==> src/rtl/iob_dbus_split_pkg.sv <==
// Shared state encoding, error read data and watchdog limit for the IOb data-bus splitter.
package iob_dbus_split_pkg;

  typedef enum logic [1:0] {
    ST_IDLE    = 2'd0,
    ST_WAIT_RD = 2'd1,
    ST_ERR_RD  = 2'd2
  } state_e;

  // Wide enough for any practical DATA_W; users slice the low DATA_W bits.
  localparam logic [255:0] ERR_RDATA = '1;

  function automatic int unsigned TOUT_MAX(input int unsigned tout_w);
    return (32'd1 << tout_w) - 32'd1;
  endfunction

endpackage

==> src/rtl/iob_dbus_split_wdog.sv <==
// Read watchdog: counts stalled cycles; done_o flags the cycle in which the count reaches TOUT_MAX.
module iob_dbus_split_wdog
  import iob_dbus_split_pkg::*;
#(
  parameter int TOUT_W = 8
) (
  input  logic clk_i,
  input  logic arst_n_i,
  input  logic cke_i,
  input  logic clr_i,
  input  logic en_i,
  output logic done_o
);

  localparam logic [TOUT_W-1:0] LAST = TOUT_W'(TOUT_MAX(TOUT_W) - 1);

  logic [TOUT_W-1:0] cnt_q, cnt_d;

  always_comb begin
    cnt_d = cnt_q;
    if (clr_i) begin
      cnt_d = '0;
    end else if (en_i) begin
      cnt_d = cnt_q + TOUT_W'(1);
    end
  end

  always_ff @(posedge clk_i or negedge arst_n_i) begin
    if (!arst_n_i) begin
      cnt_q <= '0;
    end else if (cke_i) begin
      cnt_q <= cnt_d;
    end
  end

  assign done_o = en_i & ~clr_i & (cnt_q == LAST);

endmodule

==> src/rtl/iob_dbus_split.sv <==
// Routes one IOb master onto N_SLAVES ports by top address bits, tracking the single pending read.
// A stalled read or an unmapped address ends in an all-ones rvalid plus an err_o pulse.
module iob_dbus_split
  import iob_dbus_split_pkg::*;
#(
  parameter int ADDR_W   = 32,
  parameter int DATA_W   = 32,
  parameter int N_SLAVES = 4,
  parameter int SEL_W    = 2,
  parameter int TOUT_W   = 8
) (
  input  logic                         clk_i,
  input  logic                         arst_n_i,
  input  logic                         cke_i,
  input  logic                         m_avalid_i,
  input  logic [ADDR_W-1:0]            m_addr_i,
  input  logic [DATA_W-1:0]            m_wdata_i,
  input  logic [DATA_W/8-1:0]          m_wstrb_i,
  output logic [DATA_W-1:0]            m_rdata_o,
  output logic                         m_rvalid_o,
  output logic                         m_ready_o,
  output logic [N_SLAVES-1:0]          s_avalid_o,
  output logic [ADDR_W-1:0]            s_addr_o,
  output logic [DATA_W-1:0]            s_wdata_o,
  output logic [DATA_W/8-1:0]          s_wstrb_o,
  input  logic [N_SLAVES*DATA_W-1:0]   s_rdata_i,
  input  logic [N_SLAVES-1:0]          s_rvalid_i,
  input  logic [N_SLAVES-1:0]          s_ready_i,
  output logic                         err_o
);

  state_e               state_q, state_d;
  logic [SEL_W-1:0]     pend_sel_q, pend_sel_d;
  logic                 err_q, err_d;
  logic [SEL_W-1:0]     sel;
  logic [N_SLAVES-1:0]  sel_hit, pend_hit;
  logic [DATA_W-1:0]    pend_rdata;
  logic                 in_range, is_rd, accept;
  logic                 wd_clr, wd_en, wd_done;

  assign s_addr_o  = m_addr_i;
  assign s_wdata_o = m_wdata_i;
  assign s_wstrb_o = m_wstrb_i;

  assign sel      = m_addr_i[ADDR_W-1 -: SEL_W];
  assign is_rd    = (m_wstrb_i == '0);
  assign in_range = |sel_hit;
  assign accept   = m_avalid_i & m_ready_o;

  // One-hot decode of the live and the pending slave; no hit means unmapped.
  always_comb begin
    sel_hit    = '0;
    pend_hit   = '0;
    pend_rdata = '0;
    for (int i = 0; i < N_SLAVES; i++) begin
      sel_hit[i]  = (sel == SEL_W'(i));
      pend_hit[i] = (pend_sel_q == SEL_W'(i));
      if (pend_sel_q == SEL_W'(i)) begin
        pend_rdata = s_rdata_i[i*DATA_W +: DATA_W];
      end
    end
  end

  iob_dbus_split_wdog #(
    .TOUT_W (TOUT_W)
  ) u_wdog (
    .clk_i    (clk_i),
    .arst_n_i (arst_n_i),
    .cke_i    (cke_i),
    .clr_i    (wd_clr),
    .en_i     (wd_en),
    .done_o   (wd_done)
  );

  always_ff @(posedge clk_i or negedge arst_n_i) begin
    if (!arst_n_i) begin
      state_q    <= ST_IDLE;
      pend_sel_q <= '0;
      err_q      <= 1'b0;
    end else if (cke_i) begin
      state_q    <= state_d;
      pend_sel_q <= pend_sel_d;
      err_q      <= err_d;
    end
  end

  always_comb begin
    state_d    = state_q;
    pend_sel_d = pend_sel_q;
    err_d      = 1'b0;
    wd_clr     = 1'b0;
    wd_en      = 1'b0;
    case (state_q)
      ST_IDLE: begin
        if (accept) begin
          if (is_rd && in_range) begin
            pend_sel_d = sel;
            wd_clr     = 1'b1;
            state_d    = ST_WAIT_RD;
          end else if (is_rd) begin
            state_d = ST_ERR_RD;
          end else if (!in_range) begin
            err_d = 1'b1;
          end
        end
      end
      ST_WAIT_RD: begin
        // A slave answer in the limit cycle takes priority over the timeout.
        if (m_rvalid_o) begin
          state_d = ST_IDLE;
        end else begin
          wd_en = 1'b1;
          if (wd_done) begin
            state_d = ST_ERR_RD;
          end
        end
      end
      ST_ERR_RD: state_d = ST_IDLE;
      default:   state_d = ST_IDLE;
    endcase
  end

  always_comb begin
    s_avalid_o = '0;
    m_ready_o  = 1'b0;
    m_rvalid_o = 1'b0;
    m_rdata_o  = '0;
    err_o      = err_q;
    case (state_q)
      ST_IDLE: begin
        if (in_range) begin
          for (int i = 0; i < N_SLAVES; i++) begin
            s_avalid_o[i] = m_avalid_i & sel_hit[i];
          end
          m_ready_o = |(s_ready_i & sel_hit);
        end else begin
          m_ready_o = 1'b1;
        end
      end
      ST_WAIT_RD: begin
        m_rvalid_o = |(s_rvalid_i & pend_hit);
        m_rdata_o  = pend_rdata;
      end
      ST_ERR_RD: begin
        m_rvalid_o = 1'b1;
        m_rdata_o  = ERR_RDATA[DATA_W-1:0];
        err_o      = 1'b1;
      end
      default: ;
    endcase
  end

endmodule

==> config.mk <==
export PLATFORM = sky130hd
export DESIGN_NAME = iob_dbus_split
export DESIGN_NICKNAME = d
export VERILOG_FILES = /design/src/rtl/iob_dbus_split_pkg.sv /design/src/rtl/iob_dbus_split_wdog.sv /design/src/rtl/iob_dbus_split.sv
export SDC_FILE = /design/constraint.sdc
export NUM_CORES = 1
export LEC_CHECK = 0
export CORE_AREA = 2 2 123 125
export CTS_CLUSTER_DIAMETER = 60
export CTS_CLUSTER_SIZE = 16
export DETAILED_ROUTE_END_ITERATION = 8
export DIE_AREA = 0 0 125 127
export PLACE_DENSITY = 0.55
export SLEW_MARGIN = 10
export SYNTH_ARGS = -nofsm -noshare
export SYNTH_HDL_FRONTEND = slang
export SYNTH_SLANG_ARGS = --single-unit
export TNS_END_PERCENT = 10
==> constraint.sdc <==
create_clock -name clk_i -period 3.2 [get_ports clk_i]
set_clock_uncertainty 0.2 [all_clocks]
set_input_delay 0.96 -clock clk_i [delete_from_list [all_inputs] [get_ports clk_i]]
set_output_delay 0.96 -clock clk_i [all_outputs]
set_load 0.02 [all_outputs]
==> impl_metrics.env <==
export IMPL_maxCapViolations=0
export IMPL_r2r_end="u_wdog.cnt_q[4]$_DFFE_PN0P_"
export IMPL_critPathMaxFanout=1
export IMPL_cts_tree="yes"
export IMPL_hpwl_um=9780
export IMPL_rrSetupSlack_ps=870
export IMPL_vias_per_cell=4.51
export IMPL_overflow=0
export IMPL_worstSetupEndpointType="output pin"
export IMPL_violations="negative setup slack"
export IMPL_insertion_delay_ps=240
export IMPL_place_gp_congestion=0.810
export IMPL_drt_initial_drc_count=100
export IMPL_num_antenna_cells=0
export IMPL_ys_top_cells_by_area="mux4_2, buf_4, dfrtp_1"
export IMPL_io_pins=315
export IMPL_io_buffers=190
export IMPL_hold_viol=0
export IMPL_drc=0
export IMPL_netlist_area_um2=2460
export IMPL_cts_sinks=13
export IMPL_finalCriticalPeriod_ps=3350
export IMPL_h_tree_depth=1
export IMPL_fmax_mhz=298
export IMPL_fp_coreArea_um2=14400
export IMPL_drt_pass1_iterations=4
export IMPL_cp_arrival_ps=2190
export IMPL_crit_type="in2out"
export IMPL_worstMarginPinSlew_ps=582
export IMPL_wl_per_cell_um=19.8
export IMPL_min_path_type="reg2reg"
export IMPL_holdPathEnd="err_q$_DFFE_PN0P_"
export IMPL_numCtsBuffers=3
export IMPL_synth_top_area_share_pct=30.2
export IMPL_yosysWarnings=0
export IMPL_critical_path_required_ps=2040
export IMPL_r2r_start="state_q[1]$_DFFE_PN0P_"
export IMPL_grt_pass1_wl_um=16900
export IMPL_vias=2668
export IMPL_post_route_util_pct=29.5
export IMPL_rr_worst_depth=8
export IMPL_grt_pass1_vias=2791
export IMPL_status="finished, violations left"
export IMPL_power_density_nw_per_um2=488
export IMPL_die_w_um=125
export IMPL_fin_ws_ps=-153
export IMPL_rsz0062_at_grt="true"
export IMPL_multi_input_area_um2=1620
export IMPL_design_area_um2=4260
export IMPL_fillers=1566
export IMPL_min_from="err_q$_DFFE_PN0P_"
export IMPL_antenna_found_initial=0
export IMPL_cts_hold_buffers=0
export IMPL_clock_path_buffers=2
export IMPL_final_layout_size_suffix_gt1_share_pct=34.6
export IMPL_ir_drop_mv=0.199
export IMPL_grt_max_degree=38
export IMPL_syn_inst=279
export IMPL_cts_root_buf="clkbuf_16"
export IMPL_path_clk_slew_ps=40
export IMPL_fin_cells=591
export IMPL_grtUsageTotal_pct=13.6
export IMPL_drv_slew=0
export IMPL_dieArea_um2=15900
export IMPL_num_rows=44
export IMPL_dp_cells=587
export IMPL_holdPathStages=1
export IMPL_start_util_pct=17.1
export IMPL_final_period_utilization_pct=105
export IMPL_nets=621
export IMPL_routed_wirelength_um=11700
export IMPL_relSlewSlack_pct=61.1
export IMPL_regArea_um2=328
export IMPL_dpl_cell_area_um2=4220
export IMPL_synthesis_nets=492
export IMPL_postRouteAntennaNets=0
export IMPL_setup_viol=17
export IMPL_dp_slack_ps=-704
export IMPL_die_h_um=127
export IMPL_synth_seq_cells=13
export IMPL_synth_area_per_cell_um2=8.82
export IMPL_leakagePower_nw=1.82
export IMPL_hold_slack_ps=299
export IMPL_ys_types=41
export IMPL_yosysTopAreaCell="mux4_2"
export IMPL_yosysSeqAreaShare_pct=13.2
export IMPL_syn_to_final_growth_pct=73.0
export IMPL_total_power_mw=2.08
export IMPL_critPathLaunchType="primary input"
export IMPL_setup_tns_final_ps=-2260
## metal layers
metal	part of all wire, %	routed length (µm)	vias up	global-route usage (%)
met5	0	0	-	0
met4	1.9	224	0	2.88
met3	7.6	893	28	3.98
met2	50	5860	141	23.6
met1	40	4700	1287	16.8
li1	-	-	1212	-
## cell type report
cell class / count / area share (%)
clock buffers: 4 / 1.85
flip-flops and latches: 13 / 7.70
inverters: 5 / 0.441
multi-input cells: 171 / 38.2
repair buffers: 214 / 46.4
well taps: 184 / 5.41
## worst max-delay path, stage by stage
cell	delay, ps
clkdlybuf4s50_1	400
mux4_2	470
a21oi_2	140
nor2_1	40
buf_2	170
## what timing repair did
action,4_1_cts,5_1_grt
setup buffers,0,0
endpoints found under the setup margin,44,32
gates resized for setup,325,14
pin swaps,38,4
## kinds of logic (layout without fill, tap and decap cells)
| group | count (synthesis) | count (layout) | share of synthesized area (%) |
|---|---|---|---|
| AOI/OAI and AO/OA | 51 | 51 | 11.4 |
| and+or+nand+nor | 80 | 80 | 16.2 |
| buffers and inverters | 95 | 223 | 25.6 |
| muxes | 35 | 35 | 31.0 |
| DFF | 13 | 13 | 13.2 |
| adders and majority gates | 5 | 5 | 2.54 |
## power breakdown
group | internal, mW | switching [mW]
registers | 0.207 | 0.0411
clock network | 0.168 | 0.0648
logic | 0.742 | 0.853
total | 1.12 | 0.959
## registers in the layout (all words and copies together) (netlist names)
signal	flops
state_q	2
pend_sel_q	2
err_q	1
u_wdog.cnt_q	8
## how the worst max path moves through the flow
stage	to	startpoint	depth (start not counted)
3_5_place_dp	m_rdata_o[23]	s_rdata_i[23]	5
6_report	m_rdata_o[8]	s_rdata_i[104]	5
5_1_grt	m_rdata_o[8]	s_rdata_i[104]	5
4_1_cts	m_rdata_o[4]	s_rdata_i[100]	5
3_3_place_gp	m_rdata_o[5]	s_rdata_i[69]	5
2_1_floorplan	m_ready_o	m_addr_i[30]	2
## cells in the mapped netlist
cell type / instances
buf_4: 69
or3b_2: 1
dfrtp_1: 13
clkinv_1: 1
o21ai_0: 5
clkbuf_1: 11
a222oi_1: 1
mux2i_1: 2
nand3b_1: 1
nand4_1: 5
or2_2: 1
nand2b_1: 1
nor3b_1: 2
nor3_1: 1
mux4_2: 33
buf_1: 3
a22oi_1: 1
o22ai_1: 2
nor2b_1: 1
a31oi_1: 1
and3b_1: 1
a21boi_0: 2
and3_2: 2
and2_1: 1
and2_2: 1
ha_1: 5
buf_2: 6
o211ai_1: 2
or4_1: 2
or3_1: 4
buf_6: 1
nor2_1: 34
and4_1: 1
nand2_1: 13
nand3_1: 5
inv_1: 4
and4_4: 1
nor4_1: 1
and3_1: 1
a21oi_1: 36
o221ai_1: 1
## cell usage in the layout (no fill, tap or decap), types with 7 or more instances in the layout
cell / n
dfrtp_1: 11
clkdlybuf4s50_1: 56
mux4_2: 33
buf_4: 46
a21oi_2: 29
dlymetal6s2s_1: 9
nand2_1: 13
clkdlybuf4s15_1: 20
a21oi_1: 7
buf_2: 9
dlygate4sd2_1: 63
nor2_1: 33
Power figures use the tool's default switching activity.
